File: config.mk
export PLATFORM = sky130hd
export DESIGN_NAME = seg7_scan_driver_flat
export DESIGN_NICKNAME = d
export VERILOG_FILES = /design/src/rtl/seg7_scan_driver_if.sv /design/src/rtl/seg7_scan_driver.sv /design/src/flat_wrapper.sv
export SDC_FILE = /design/constraint.sdc
export NUM_CORES = 1
export LEC_CHECK = 0
export ABC_AREA = 0
export CAP_MARGIN = 20
export CORE_ASPECT_RATIO = 0.5
export CORE_UTILIZATION = 62
export DETAILED_ROUTE_END_ITERATION = 6
export GPL_TIMING_DRIVEN = 0
export PLACE_DENSITY = 0.91
export SLEW_MARGIN = 40
export SYNTH_ARGS = -nofsm -noshare
export SYNTH_HDL_FRONTEND = slang
export SYNTH_SLANG_ARGS = --single-unit
File: constraint.sdc
create_clock -name Clk -period 6.65 [get_ports Clk]
set_input_delay 1.33 -clock Clk [delete_from_list [all_inputs] [get_ports Clk]]
set_output_delay 1.33 -clock Clk [all_outputs]
set_load 0.02 [all_outputs]
File: src/rtl/seg7_scan_driver_if.sv
// Signal bundle between the value source and the seven-segment scan driver.
// The source side (master) drives the display value and live controls; the
// driver side (slave) returns the pin-level anode/segment signals.
interface seg7_scan_driver_if #(
    parameter int NUM_DIGITS = 4,
    parameter int DIM_BITS   = 3
);
    logic [4*NUM_DIGITS-1:0] digits_in;
    logic [NUM_DIGITS-1:0]   dp_in;
    logic                    load;
    logic                    blank_lz;
    logic                    hex_mode;
    logic [DIM_BITS-1:0]     brightness;
    logic [6:0]              Led_Disp;
    logic                    dp;
    logic [NUM_DIGITS-1:0]   anode;
    logic                    frame_done;

    modport master (
        output digits_in, dp_in, load, blank_lz, hex_mode, brightness,
        input  Led_Disp, dp, anode, frame_done
    );

    modport slave (
        input  digits_in, dp_in, load, blank_lz, hex_mode, brightness,
        output Led_Disp, dp, anode, frame_done
    );
endinterface

File: src/rtl/seg7_scan_driver.sv
// Multiplexed common-anode seven-segment driver. A prescaler sets the slot
// length, a digit index walks the slots, and a shadow/active register pair
// swaps only at the frame wrap so a digit never shows half of an update.
// Leading-zero blanking, per-digit decimal points, hex/BCD glyphs and PWM
// brightness are applied when the registered pin outputs are formed.
module seg7_scan_driver #(
    parameter int NUM_DIGITS  = 4,
    parameter int REFRESH_DIV = 100000,
    parameter int DIM_BITS    = 3
) (
    input  logic                    Clk,
    input  logic                    reset,
    seg7_scan_driver_if.slave       bus
);
    localparam int PW    = $clog2(REFRESH_DIV);
    localparam int IW    = $clog2(NUM_DIGITS);
    localparam int PRODW = PW + DIM_BITS + 1;
    localparam logic [PW-1:0] P_LAST = PW'(REFRESH_DIV - 1);
    localparam logic [IW-1:0] I_LAST = IW'(NUM_DIGITS - 1);

    logic [PW-1:0]           p_q, p_d;
    logic [IW-1:0]           i_q, i_d;
    logic [4*NUM_DIGITS-1:0] sh_dig_q, sh_dig_d, act_dig_q, act_dig_d;
    logic [NUM_DIGITS-1:0]   sh_dp_q, sh_dp_d, act_dp_q, act_dp_d;
    logic                    frame_done_q, frame_done_d;
    logic [6:0]              led_q, led_d;
    logic                    dp_q, dp_d;
    logic [NUM_DIGITS-1:0]   anode_q, anode_d;

    logic                    slot_end, frame_wrap, lit, blanked, upper_nonzero;
    logic [PRODW-1:0]        on_prod, on_thr;
    logic [3:0]              cur_nib;
    logic                    cur_dp;

    // Active-low {g,f,e,d,c,b,a} pattern; BCD mode turns 10..15 into a dash.
    function automatic logic [6:0] glyph(input logic [3:0] nib, input logic hex);
        logic [6:0] g;
        case (nib)
            4'h0: g = 7'b1000000;
            4'h1: g = 7'b1111001;
            4'h2: g = 7'b0100100;
            4'h3: g = 7'b0110000;
            4'h4: g = 7'b0011001;
            4'h5: g = 7'b0010010;
            4'h6: g = 7'b0000010;
            4'h7: g = 7'b1111000;
            4'h8: g = 7'b0000000;
            4'h9: g = 7'b0010000;
            4'hA: g = 7'b0001000;
            4'hB: g = 7'b0000011;
            4'hC: g = 7'b1000110;
            4'hD: g = 7'b0100001;
            4'hE: g = 7'b0000110;
            4'hF: g = 7'b0001110;
        endcase
        if (!hex && nib > 4'd9) begin
            g = 7'b0111111;
        end
        return g;
    endfunction

    // Next-state for scan counters, buffers, and the pin image of the current slot.
    always_comb begin
        // NOTE: every signal gets a default before any branch so no path leaves it unassigned and infers a latch.
        p_d           = p_q;
        i_d           = i_q;
        sh_dig_d      = sh_dig_q;
        sh_dp_d       = sh_dp_q;
        act_dig_d     = act_dig_q;
        act_dp_d      = act_dp_q;
        led_d         = 7'h7F;
        dp_d          = 1'b1;
        anode_d       = '1;
        upper_nonzero = 1'b0;

        slot_end     = (p_q == P_LAST);
        frame_wrap   = slot_end && (i_q == I_LAST);
        frame_done_d = frame_wrap;

        p_d = slot_end ? '0 : p_q + PW'(1);
        if (slot_end) begin
            i_d = (i_q == I_LAST) ? '0 : i_q + IW'(1);
        end

        // The swap copies the pre-edge shadow, so a load on the wrap edge waits a frame.
        if (frame_wrap) begin
            act_dig_d = sh_dig_q;
            act_dp_d  = sh_dp_q;
        end
        if (bus.load) begin
            sh_dig_d = bus.digits_in;
            sh_dp_d  = bus.dp_in;
        end

        // Full-width product so the shift sees every bit of (brightness+1)*REFRESH_DIV.
        on_prod = (PRODW'(bus.brightness) + PRODW'(1)) * PRODW'(REFRESH_DIV);
        on_thr  = on_prod >> DIM_BITS;
        lit     = PRODW'(p_q) < on_thr;

        cur_nib = act_dig_q[4*i_q +: 4];
        cur_dp  = act_dp_q[i_q];
        for (int k = 0; k < NUM_DIGITS; k++) begin
            if (k >= int'(i_q) && act_dig_q[4*k +: 4] != 4'd0) begin
                upper_nonzero = 1'b1;
            end
        end
        blanked = bus.blank_lz && (i_q != '0) && !upper_nonzero;

        // A blanked digit still lights when its decimal point is requested.
        if (lit && !(blanked && !cur_dp)) begin
            anode_d = ~(NUM_DIGITS'(1) << i_q);
            led_d   = blanked ? 7'h7F : glyph(cur_nib, bus.hex_mode);
            dp_d    = ~cur_dp;
        end
    end

    // State and pin registers, synchronous active-high reset.
    always_ff @(posedge Clk) begin
        // NOTE: sequential state uses non-blocking assignments so every register updates from pre-edge values.
        if (reset) begin
            p_q          <= '0;
            i_q          <= '0;
            sh_dig_q     <= '0;
            sh_dp_q      <= '0;
            act_dig_q    <= '0;
            act_dp_q     <= '0;
            frame_done_q <= 1'b0;
            led_q        <= 7'h7F;
            dp_q         <= 1'b1;
            anode_q      <= '1;
        end else begin
            p_q          <= p_d;
            i_q          <= i_d;
            sh_dig_q     <= sh_dig_d;
            sh_dp_q      <= sh_dp_d;
            act_dig_q    <= act_dig_d;
            act_dp_q     <= act_dp_d;
            frame_done_q <= frame_done_d;
            led_q        <= led_d;
            dp_q         <= dp_d;
            anode_q      <= anode_d;
        end
    end

    assign bus.Led_Disp   = led_q;
    assign bus.dp         = dp_q;
    assign bus.anode      = anode_q;
    assign bus.frame_done = frame_done_q;
endmodule

File: src/flat_wrapper.sv
// flat-port wrapper written by rule: the top's interface ports become plain ports
module seg7_scan_driver_flat 
#(
    parameter int NUM_DIGITS  = 4,
    parameter int REFRESH_DIV = 100000,
    parameter int DIM_BITS    = 3
)
  (Clk, reset, bus_digits_in, bus_dp_in, bus_load, bus_blank_lz, bus_hex_mode, bus_brightness, bus_Led_Disp, bus_dp, bus_anode, bus_frame_done);
  seg7_scan_driver_if #(.NUM_DIGITS(NUM_DIGITS), .DIM_BITS(DIM_BITS)) bus_i ();
  input  logic Clk;
  input  logic reset;
  input wire logic [$bits(bus_i.digits_in)-1:0] bus_digits_in;
  input wire logic [$bits(bus_i.dp_in)-1:0] bus_dp_in;
  input wire logic [$bits(bus_i.load)-1:0] bus_load;
  input wire logic [$bits(bus_i.blank_lz)-1:0] bus_blank_lz;
  input wire logic [$bits(bus_i.hex_mode)-1:0] bus_hex_mode;
  input wire logic [$bits(bus_i.brightness)-1:0] bus_brightness;
  output wire logic [$bits(bus_i.Led_Disp)-1:0] bus_Led_Disp;
  output wire logic [$bits(bus_i.dp)-1:0] bus_dp;
  output wire logic [$bits(bus_i.anode)-1:0] bus_anode;
  output wire logic [$bits(bus_i.frame_done)-1:0] bus_frame_done;
  assign bus_i.digits_in = bus_digits_in;
  assign bus_i.dp_in = bus_dp_in;
  assign bus_i.load = bus_load;
  assign bus_i.blank_lz = bus_blank_lz;
  assign bus_i.hex_mode = bus_hex_mode;
  assign bus_i.brightness = bus_brightness;
  assign bus_Led_Disp = bus_i.Led_Disp;
  assign bus_dp = bus_i.dp;
  assign bus_anode = bus_i.anode;
  assign bus_frame_done = bus_i.frame_done;
  seg7_scan_driver #(.NUM_DIGITS(NUM_DIGITS), .REFRESH_DIV(REFRESH_DIV), .DIM_BITS(DIM_BITS)) u_core (.Clk(Clk), .reset(reset), .bus(bus_i));
endmodule
Yosys cells after proc, flatten, opt, wreduce, memory -nomap -nowiden:

Memory sizes are Yosys's and may differ from the RTL's.
Index checks and enable logic that the tools add are counted.

* memories: 1
* input port bits: 28
* logic and storage cells: 59
* memory bits (read-only): 112
* bits in registers: 72

* reductions and logical operators: 22
* multipliers: 1
* muxes and demuxes: 8
* equal/unequal tests: 2
* order comparisons: 6
* bitwise operators: 3
* add/sub/neg operators: 3
* shift-type cells: 2

Memory list
* (name not given): words 16, width 7, rd ports 1, clocked after Yosys merged registers in 0, write ports 0, line seg7_scan_driver.sv:38 `case (nib)`

Operator list (count)
* 21-bit by 12-bit multiplier with 16-bit output (second input constant): 1
* 17-bit by 18-bit less-than comparator with 1-bit output: 1
* 17-bit by 1-bit adder with 17-bit output (second input constant): 1
* 17-bit equality test (second input constant): 1
* 4-bit nonzero test: 4
* 16-bit by 5-bit variable part select with 4-bit output: 1
* 1-bit logical AND: 9
* 7-bit 2-to-1 mux: 1
* 1-bit 2-to-1 mux: 5
* 3-bit by 1-bit adder with 4-bit output (second input constant): 1
* 1-bit by 2-bit greater-or-equal comparator with 1-bit output (first input constant): 2
* 4-bit > comparator (second input constant): 1
* 1-bit logical NOT: 4
* 4-bit NOT: 1
* 2-bit OR reduction: 2
* 4-bit OR reduction: 1
* 1-bit by 2-bit left shift with 4-bit output (first input constant): 1
* 2-bit by 3-bit less-than comparator with 1-bit output (second input constant): 1
* 3-bit OR reduction: 1
* 2-bit by 1-bit adder with 2-bit output (second input constant): 1
* 1-bit binary-select mux with 2-bit select: 1
* 2-bit equality test (second input constant): 1
* 2-bit greater-or-equal comparator (first input constant): 1
* 2-bit 2-to-1 mux: 1
* other kinds (2): 3

Depth between registers and ports, before layout:

Gate-level depths: netlist of run 1.

* depth after elaboration: 13
* mapped depth: 19
* depth with buffers taken out: 18

Least setup slack after synthesis of run 1:

No wires, ideal clock.

* path type: in2reg
* start point: input port bus_brightness[0]
* end point: register u_core.led_q[0], in the netlist u_core.bus.Led_Disp[0]
* required time: 6.515 ns
* setup slack: 1.847 ns
* cell stages on the path: 16
* setup time: 0.135 ns
* buffers on the path: 1
* data arrival time: 4.668 ns
* cells stage by stage: ha_1 -> xor2_1 -> ha_1 -> ha_1 -> ha_1 -> nand4_1 -> a21o_1 -> a21boi_0 -> o21ai_0 -> xor2_1 -> ha_1 -> a211oi_1 -> nand2_1 -> o32ai_1 -> buf_2 -> nand4_1

* cells in the longest elaborated chain, start to end: 6

RTL lines
* start: declaration: line flat_wrapper.sv:17 `input wire logic [$bits(bus_i.brightness)-1:0] bus_brightness;`
* 3-bit by 1-bit adder with 4-bit output: line seg7_scan_driver.sv:96 `on_prod = (PRODW'(bus.brightness) + PRODW'(1)) * PRODW'(REFRESH_DIV);`
* 21-bit by 12-bit multiplier with 16-bit output: line seg7_scan_driver.sv:96
* 17-bit by 18-bit less-than comparator with 1-bit output: line seg7_scan_driver.sv:98 `lit = PRODW'(p_q) < on_thr;`
* 1-bit logical AND: line seg7_scan_driver.sv:110 `if (lit && !(blanked && !cur_dp)) begin`
* 1-bit NOT (no source line)
* 4-bit OR reduction (no source line)
* end signal: assignment: line seg7_scan_driver.sv:139 `led_q <= led_d;`
* end: declaration: line seg7_scan_driver.sv:26 `logic [6:0] led_q, led_d;`

No other way between the ends.
A chain may end at the register's enable or synchronous reset.

Worst setup path after layout of run 1:

* start point: input port bus_brightness[0]
* end point: register u_core.anode_q[2], in the netlist u_core.bus.anode[2]

* cells in the longest elaborated chain, start to end: 6

RTL lines
* 3-bit by 1-bit adder with 4-bit output: line seg7_scan_driver.sv:96
* 21-bit by 12-bit multiplier with 16-bit output: line seg7_scan_driver.sv:96
* 17-bit by 18-bit less-than comparator with 1-bit output: line seg7_scan_driver.sv:98
* 1-bit logical AND: line seg7_scan_driver.sv:110
* 1-bit NOT (no source line)
* 2-bit OR reduction (no source line)
* end signal: assignment: line seg7_scan_driver.sv:141 `anode_q <= anode_d;`
* end: declaration: line seg7_scan_driver.sv:28 `logic [NUM_DIGITS-1:0] anode_q, anode_d;`

No other way between the ends.

==> metrics.cfg, run 1 <==
[min_path]
min_path_type=flip-flop to flip-flop

[yosys]
synth_nets=507
syn_area_per_cell_sq_um=9.30
synth-seq-area-share_pct=35.6
async_reset_ff_share_pct=0
synth_area_sq_um=4050
netlist_instances=435
yosys_warnings=0
synth-main-ff-cell=dfxtp_1
ys_ff_latch=72
synthDistinctLibCells=49
synth-edff-count=0

[floorplan]
die_w_microns=116
die_area_sq_um=6880
rows=20
io_pins=41
core_sq_um=6180
initial_core_util_pct=65.5
die_y_microns=59.1

[cells_and_area]
synthToLayoutAreaGrowth_pct=20.5
final_util_pct=78.9
layout_commonest_cell=dfxtp_1
n_antenna_cell=0
nets=557
fin_cells=578
drive_gt1_share_pct=7.55
n_fill_cell=381
mostFrequentLayoutCells=dfxtp_1, nor2_1, mux2i_1

[timing]
whs_ns=0.486
rsz0062_at_grt=no
slew_viol_final=0
fmax_mhz=164
hold_violations=0
fin_crit_sh_pct=91.5
maxSlewHeadroom_pct=53.1
fin_tns_setup_ns=0
setup_viol=0
timing.final.ws_setup_ns=0.566
tightest_slew_ns=0.697
clock-skew-final_ns=0.00282
fin_crit_ns=6.08

[drt]
drt_iter0_markers=277
ant_nets=0
vias=3396
routedWlPerCell_microns=16.4
drt_first_pass_iters=5
routed_wl_mm=9.47
viasPerCell=5.88
drc=0

[pwr]
peakVddDrop_uv=130
power_frac_seq_pct=40.1
swShare_pct=24.2
p_switching_w=0.000271
internal_power_w=0.000850
p_leak_nw=1.97
p_comb_share_pct=12.8
p_clk_share_pct=47.1
power_density_nw_per_um2=230

[critical_path]
crit_arrival_ns=6.28
required_ns=6.85
crit_path_cell_trace=clkdlybuf4s50_1, inv_1, ha_1, ha_1, xnor2_1, ha_1, a21o_1, ha_1, nand4_1, a21o_1, a21boi_0, o21ai_0, xor2_1, ha_1, a211oi_1, nand2_1, o32ai_1, buf_2, nand3_1
crit_path_max_fanout=10
endpoint_kind=flip-flop
max_stage_delay_ns=0.68
path_class=primary input to flip-flop
critPathMostFrequentCell=ha_1
cp_top_family=compound AO/OA/AOI/OAI gates
startpoint_type=primary input
crit_buf_inv=3
cp_slowest_cell=clkdlybuf4s50_1

[outcome]
status=finished clean

[cts]
post_cts_buffers=0
cts_tree=built
clkSinkCount=72
clkTransAtPathRegs_ns=0.06
h-tree-depth=3
numCtsBuffers=9
cts_hold_buf=0
insertion_delay_ns=0.33
cts_resized=0
clock_path_buffers=2
cts-root-buf=clkbuf_16

[placement]
gp_congestion=0.873
place_ws_ns=0.367
dpl.cell_count=562
hpwlAfterDp_mm=6.11
port_buffers=39

[job]
cap_violations=0

[grt]
antenna_found_initial=0
grt_pass1_vias=3288
grt_use_total_pct=29.5
grt_max_degree=14
grt_first_pass_wirelength_mm=15.3
overflow=0

## state kept, by name, summed over array words and instances (netlist names)
signal                 cells
u_core.act_dp_q            4
u_core.bus.frame_done      1
u_core.act_dig_q          16
u_core.sh_dig_q           16
u_core.sh_dp_q             4
u_core.bus.anode           4
u_core.i_q                 2
u_core.bus.Led_Disp        7
u_core.p_q                17
u_core.bus.dp              1
## power by group through the flow
stage               clock network [W]  registers (W)  logic (W)
floorplan                           0       0.000460  0.0000937
finish                       0.000528       0.000450   0.000144
global placement                    0       0.000458   0.000137
CTS                          0.000531       0.000449   0.000144
detailed placement                  0       0.000458   0.000142
global route                 0.000553       0.000450   0.000160
## synth_stat cells, types with 2 or more instances
cell	n	share of area (%)
nor4_1	4	0.62
nor3_1	7	0.87
mux4_2	3	1.7
nor2_1	69	6.4
nand3_1	19	2.3
mux2_2	3	0.83
clkbuf_1	10	0.93
xnor2_1	13	2.8
a21o_1	3	0.56
o211ai_1	2	0.37
nand2b_1	2	0.31
buf_4	2	0.37
a21oi_1	13	1.6
and2_1	2	0.31
inv_1	16	1.5
nand4_1	10	1.5
a211oi_1	4	0.74
o21ai_0	9	1.1
xor2_1	17	3.7
o22ai_1	2	0.31
buf_2	3	0.37
or2_2	3	0.46
and4_1	2	0.43
and3_1	2	0.31
dfxtp_1	72	36
a31oi_1	5	0.77
nand2_1	24	2.2
nand3b_1	2	0.37
mux2i_1	46	11
ha_1	44	14
nor2b_1	3	0.46
buf_6	2	0.56
## through the flow
stage                     instance area [sq um]  power (W)
after CTS                                  4880    0.00112
after global placement                     4550   0.000595
final                                      4880    0.00112
after detailed placement                   4550   0.000600
after floorplan                            4050   0.000554
after global routing                       4880    0.00116
## final timing paths
path                              end              start  slack [ns]  cells past startpoint
hold reg to reg         u_core.p_q[0]      u_core.p_q[0]        0.49                      1
hold / removal          u_core.p_q[0]      u_core.p_q[0]        0.49                      1
setup reg to reg  u_core.bus.anode[2]      u_core.i_q[0]        4.00                      7
setup / recovery  u_core.bus.anode[2]  bus_brightness[0]        0.57                     19
## routing by layer
metal	wire length, microns	GRT usage [%]	up-vias
met5	0	0	-
met4	272	11.7	0
met3	522	8.38	36
met2	4700	53.3	133
met1	3970	33.3	1603
li1	-	-	1624
## cell families after synthesis
family / Yosys count / share of synthesized area (%)
simple gates: 156 / 18.5
flops: 72 / 35.6
mux: 53 / 14.5
compound gates: 45 / 7.11
fa+ha+maj: 44 / 13.6
buf+inv: 35 / 4.14
xor+xnor: 30 / 6.49
## area by class of cell
type | instances | area [sq um] | share of cell area (%)
tap | 88 | 110 | 2.26
multi-input combinational | 328 | 2440 | 50.0
clock buffer | 10 | 239 | 4.90
clock inverter | 6 | 91.3 | 1.87
inverter | 17 | 63.8 | 1.31
buffer | 18 | 104 | 2.13
sequential | 72 | 1440 | 29.5
timing repair buffer | 39 | 390 | 8.00
No activity file was read; power rests on OpenSTA's default activity.
==> run 2, diff against run 1 <==
--- a/config.mk
+++ b/config.mk
@@ -9,6 +9,7 @@
 export CAP_MARGIN = 20
 export CORE_ASPECT_RATIO = 0.5
 export CORE_UTILIZATION = 62
+export CTS_CLUSTER_DIAMETER = 60
 export DETAILED_ROUTE_END_ITERATION = 6
 export GPL_TIMING_DRIVEN = 0
 export PLACE_DENSITY = 0.91
==> results of run 2 <==
Final layout, timing and power as in run 1 (identical DEF).
==> run 3, diff against run 2 <==
--- a/config.mk
+++ b/config.mk
@@ -8,11 +8,12 @@
 export ABC_AREA = 0
 export CAP_MARGIN = 20
 export CORE_ASPECT_RATIO = 0.5
-export CORE_UTILIZATION = 62
+export CORE_UTILIZATION = 64
+export CTS_BUF_LIST = sky130_fd_sc_hd__clkbuf_2 sky130_fd_sc_hd__clkbuf_4 sky130_fd_sc_hd__clkbuf_8
 export CTS_CLUSTER_DIAMETER = 60
 export DETAILED_ROUTE_END_ITERATION = 6
 export GPL_TIMING_DRIVEN = 0
-export PLACE_DENSITY = 0.91
+export PLACE_DENSITY = 0.93
 export SLEW_MARGIN = 40
 export SYNTH_ARGS = -nofsm -noshare
 export SYNTH_HDL_FRONTEND = slang
==> run 3 against run 2 <==
  * Final area fell by 2.2%
  * Combinational power about the same
  * Register-to-register slack better by 0.03 ns
  * Sequential share of layout area up 0.66 points
  * Via count down 2.1%
  * Clock power decreased by 27%
  * Power down 13%
  * Worst hold slack improved by 0.0040 ns
  * Cell count unchanged
  * First-iteration DRC count is 42% lower
  * Largest cell class unchanged
==> metrics.cfg, run 3 (same netlist as run 1, synthesis figures left out) <==
[outcome]
status=finished clean  ; unchanged

[placement]
gp_congestion=0.865  ; was 0.873
hpwlAfterDp_mm=5.99  ; was 6.11 mm
port_buffers=39  ; unchanged
dpl.cell_count=562  ; unchanged
place_ws_ns=0.362  ; was 0.367 ns

[timing]
hold_violations=0  ; unchanged
fin_crit_sh_pct=91.4  ; was 91.5%
slew_viol_final=0  ; unchanged
tightest_slew_ns=0.776  ; was 0.697 ns
fin_tns_setup_ns=0  ; unchanged
fin_crit_ns=6.08  ; about the same
timing.final.ws_setup_ns=0.573  ; was 0.566 ns
clock-skew-final_ns=0.00360  ; was 0.00282 ns
whs_ns=0.490  ; was 0.486 ns
fmax_mhz=165  ; was 164 MHz
maxSlewHeadroom_pct=48.1  ; was 53.1%
rsz0062_at_grt=no  ; unchanged
setup_viol=0  ; unchanged

[critical_path]
startpoint_type=primary input  ; unchanged
endpoint_kind=flip-flop  ; unchanged
crit_path_cell_trace=clkdlybuf4s50_1, inv_1, ha_1, ha_1, xnor2_1, ha_1, a21o_1, ha_1, nand4_1, a21o_1, a21boi_0, o21ai_0, xor2_1, ha_1, a211oi_1, nand2_1, o32ai_1, buf_2, nand4_1  ; was clkdlybuf4s50_1, inv_1, ha_1, ha_1, xnor2_1, ha_1, a21o_1, ha_1, nand4_1, a21o_1, a21boi_0, o21ai_0, xor2_1, ha_1, a211oi_1, nand2_1, o32ai_1, buf_2, nand3_1
max_stage_delay_ns=0.70  ; was 0.68 ns
path_class=primary input to flip-flop  ; unchanged
crit_arrival_ns=6.31  ; was 6.28 ns
r2r-start=u_core.i_q[0]  ; unchanged
r2r-end=u_core.bus.Led_Disp[4]  ; was u_core.bus.anode[2]
critPathMostFrequentCell=ha_1  ; unchanged
rrSetupSlack_ns=4.03  ; was 4.00 ns
required_ns=6.88  ; was 6.85 ns
startpoint=bus_brightness[0]  ; unchanged
crit_end=u_core.bus.Led_Disp[0]  ; was u_core.bus.anode[2]
cp_slowest_cell=o32ai_1  ; was clkdlybuf4s50_1
crit_path_max_fanout=10  ; unchanged
reg2regPathDepth=7  ; unchanged

[floorplan]
initial_core_util_pct=66.6  ; was 65.5%
die_area_sq_um=6670  ; was 6880 sq um
die_y_microns=58.2  ; was 59.1 microns
io_pins=41  ; unchanged
core_sq_um=6080  ; was 6180 sq um
die_w_microns=114  ; was 116 microns
rows=20  ; unchanged

[cells_and_area]
drive_gt1_share_pct=7.55  ; unchanged
layout_commonest_cell=dfxtp_1  ; unchanged
regMostFlops=u_core.p_q  ; unchanged
fin_cells=578  ; unchanged
mostFrequentLayoutCells=dfxtp_1, nor2_1, mux2i_1  ; unchanged
nets=557  ; unchanged
largest_reg_flops=17  ; unchanged
n_antenna_cell=0  ; unchanged
synthToLayoutAreaGrowth_pct=17.9  ; was 20.5%
top_regs=u_core.p_q (17), u_core.act_dig_q (16), u_core.sh_dig_q (16)  ; unchanged

[grt]
overflow=0  ; unchanged
grt_max_degree=14  ; unchanged
grt_first_pass_wirelength_mm=14.4  ; was 15.3 mm
grt_use_total_pct=28.1  ; was 29.5%
grt_pass1_vias=3241  ; was 3288
antenna_found_initial=0  ; unchanged

[cts]
numCtsBuffers=9  ; unchanged
post_cts_buffers=0  ; unchanged
cts-root-buf=clkbuf_8  ; was clkbuf_16
clock_path_buffers=2  ; unchanged
cts_hold_buf=0  ; unchanged
clkSinkCount=72  ; unchanged
cts_tree=built  ; unchanged
h-tree-depth=3  ; unchanged
cts_resized=0  ; unchanged
insertion_delay_ns=0.36  ; was 0.33 ns
clkTransAtPathRegs_ns=0.08  ; was 0.06 ns

[drt]
routed_wl_mm=8.88  ; was 9.47 mm
drt_first_pass_iters=7  ; was 5
ant_nets=0  ; unchanged
drt_iter0_markers=162  ; was 277
viasPerCell=5.75  ; was 5.88
drc=0  ; unchanged
vias=3324  ; was 3396
routedWlPerCell_microns=15.4  ; was 16.4 microns

[pwr]
peakVddDrop_uv=138  ; was 130 uV
p_comb_share_pct=14.7  ; was 12.8%
swShare_pct=25.7  ; was 24.2%
power_frac_seq_pct=45.8  ; was 40.1%
p_leak_nw=1.93  ; was 1.97 nW
p_clk_share_pct=39.5  ; was 47.1%
p_switching_w=0.000252  ; was 0.000271 W
power_density_nw_per_um2=205  ; was 230 nW/um^2
internal_power_w=0.000727  ; was 0.000850 W

[min_path]
min_path_type=flip-flop to flip-flop  ; unchanged
hold_start=u_core.act_dp_q[0]  ; was u_core.p_q[0]

[job]
cap_violations=0  ; unchanged

## run 3: changes by cell type in the layout (fill, tap and decap cells not counted), sizes merged
cell / previous run / this run
clkinv: 1 / 2
clkinvlp: 3 / 2
## run 3: area by class of cell
class,instances,area (sq um)
timing repair buffer,39,390
buffer,18,104
inverter,17,63.8
clock buffer,10,131
fill,389,1310
clock inverter,6,92.6
tap,88,110
multi-input combinational,328,2440
sequential,72,1440
## run 3: through the flow
stage | area [sq um] | total power [W] | util, %
2_1_floorplan | 4050 | 0.000554 | -
3_3_place_gp | 4550 | 0.000595 | 74.8
3_5_place_dp | 4550 | 0.000600 | 74.8
4_1_cts | 4770 | 0.000979 | 78.5
5_1_grt | 4770 | 0.00101 | 78.5
6_report | 4770 | 0.000979 | 78.5
## run 3: power groups by stage
| stage | combinational (W) | sequential (W) | clock, W |
|---|---|---|---|
| after global placement | 0.000137 | 0.000458 | 0 |
| final | 0.000143 | 0.000449 | 0.000387 |
| after CTS | 0.000144 | 0.000448 | 0.000387 |
| after floorplan | 0.0000937 | 0.000460 | 0 |
| after global routing | 0.000160 | 0.000450 | 0.000405 |
| after detailed placement | 0.000142 | 0.000458 | 0 |
## run 3: worst min-delay path by stage
stage	cells after the start	slack, ns	end
finish	2	0.49	u_core.act_dp_q[0]
CTS	2	0.50	u_core.act_dp_q[0]
global placement	1	0.45	u_core.p_q[0]
global route	2	0.52	u_core.act_dig_q[1]
detailed placement	2	0.48	u_core.act_dp_q[0]
floorplan	1	0.43	u_core.p_q[0]
## run 3: critical path: cells and delay by family
family,cells,cell delay [ns]
compound gates,6,1.63
xor+xnor,2,0.29
fa+ha+maj,5,1.54
buf+inv,3,1.18
simple gates,3,0.33
## run 3: per-layer routing
metal | GRT usage [%] | vias up | part of all wire [%]
li1 | - | 1630 | -
met1 | 30.8 | 1556 | 42
met2 | 51.3 | 110 | 50
met3 | 8.37 | 28 | 5.5
met4 | 13.0 | 0 | 2.7
met5 | 0 | - | 0
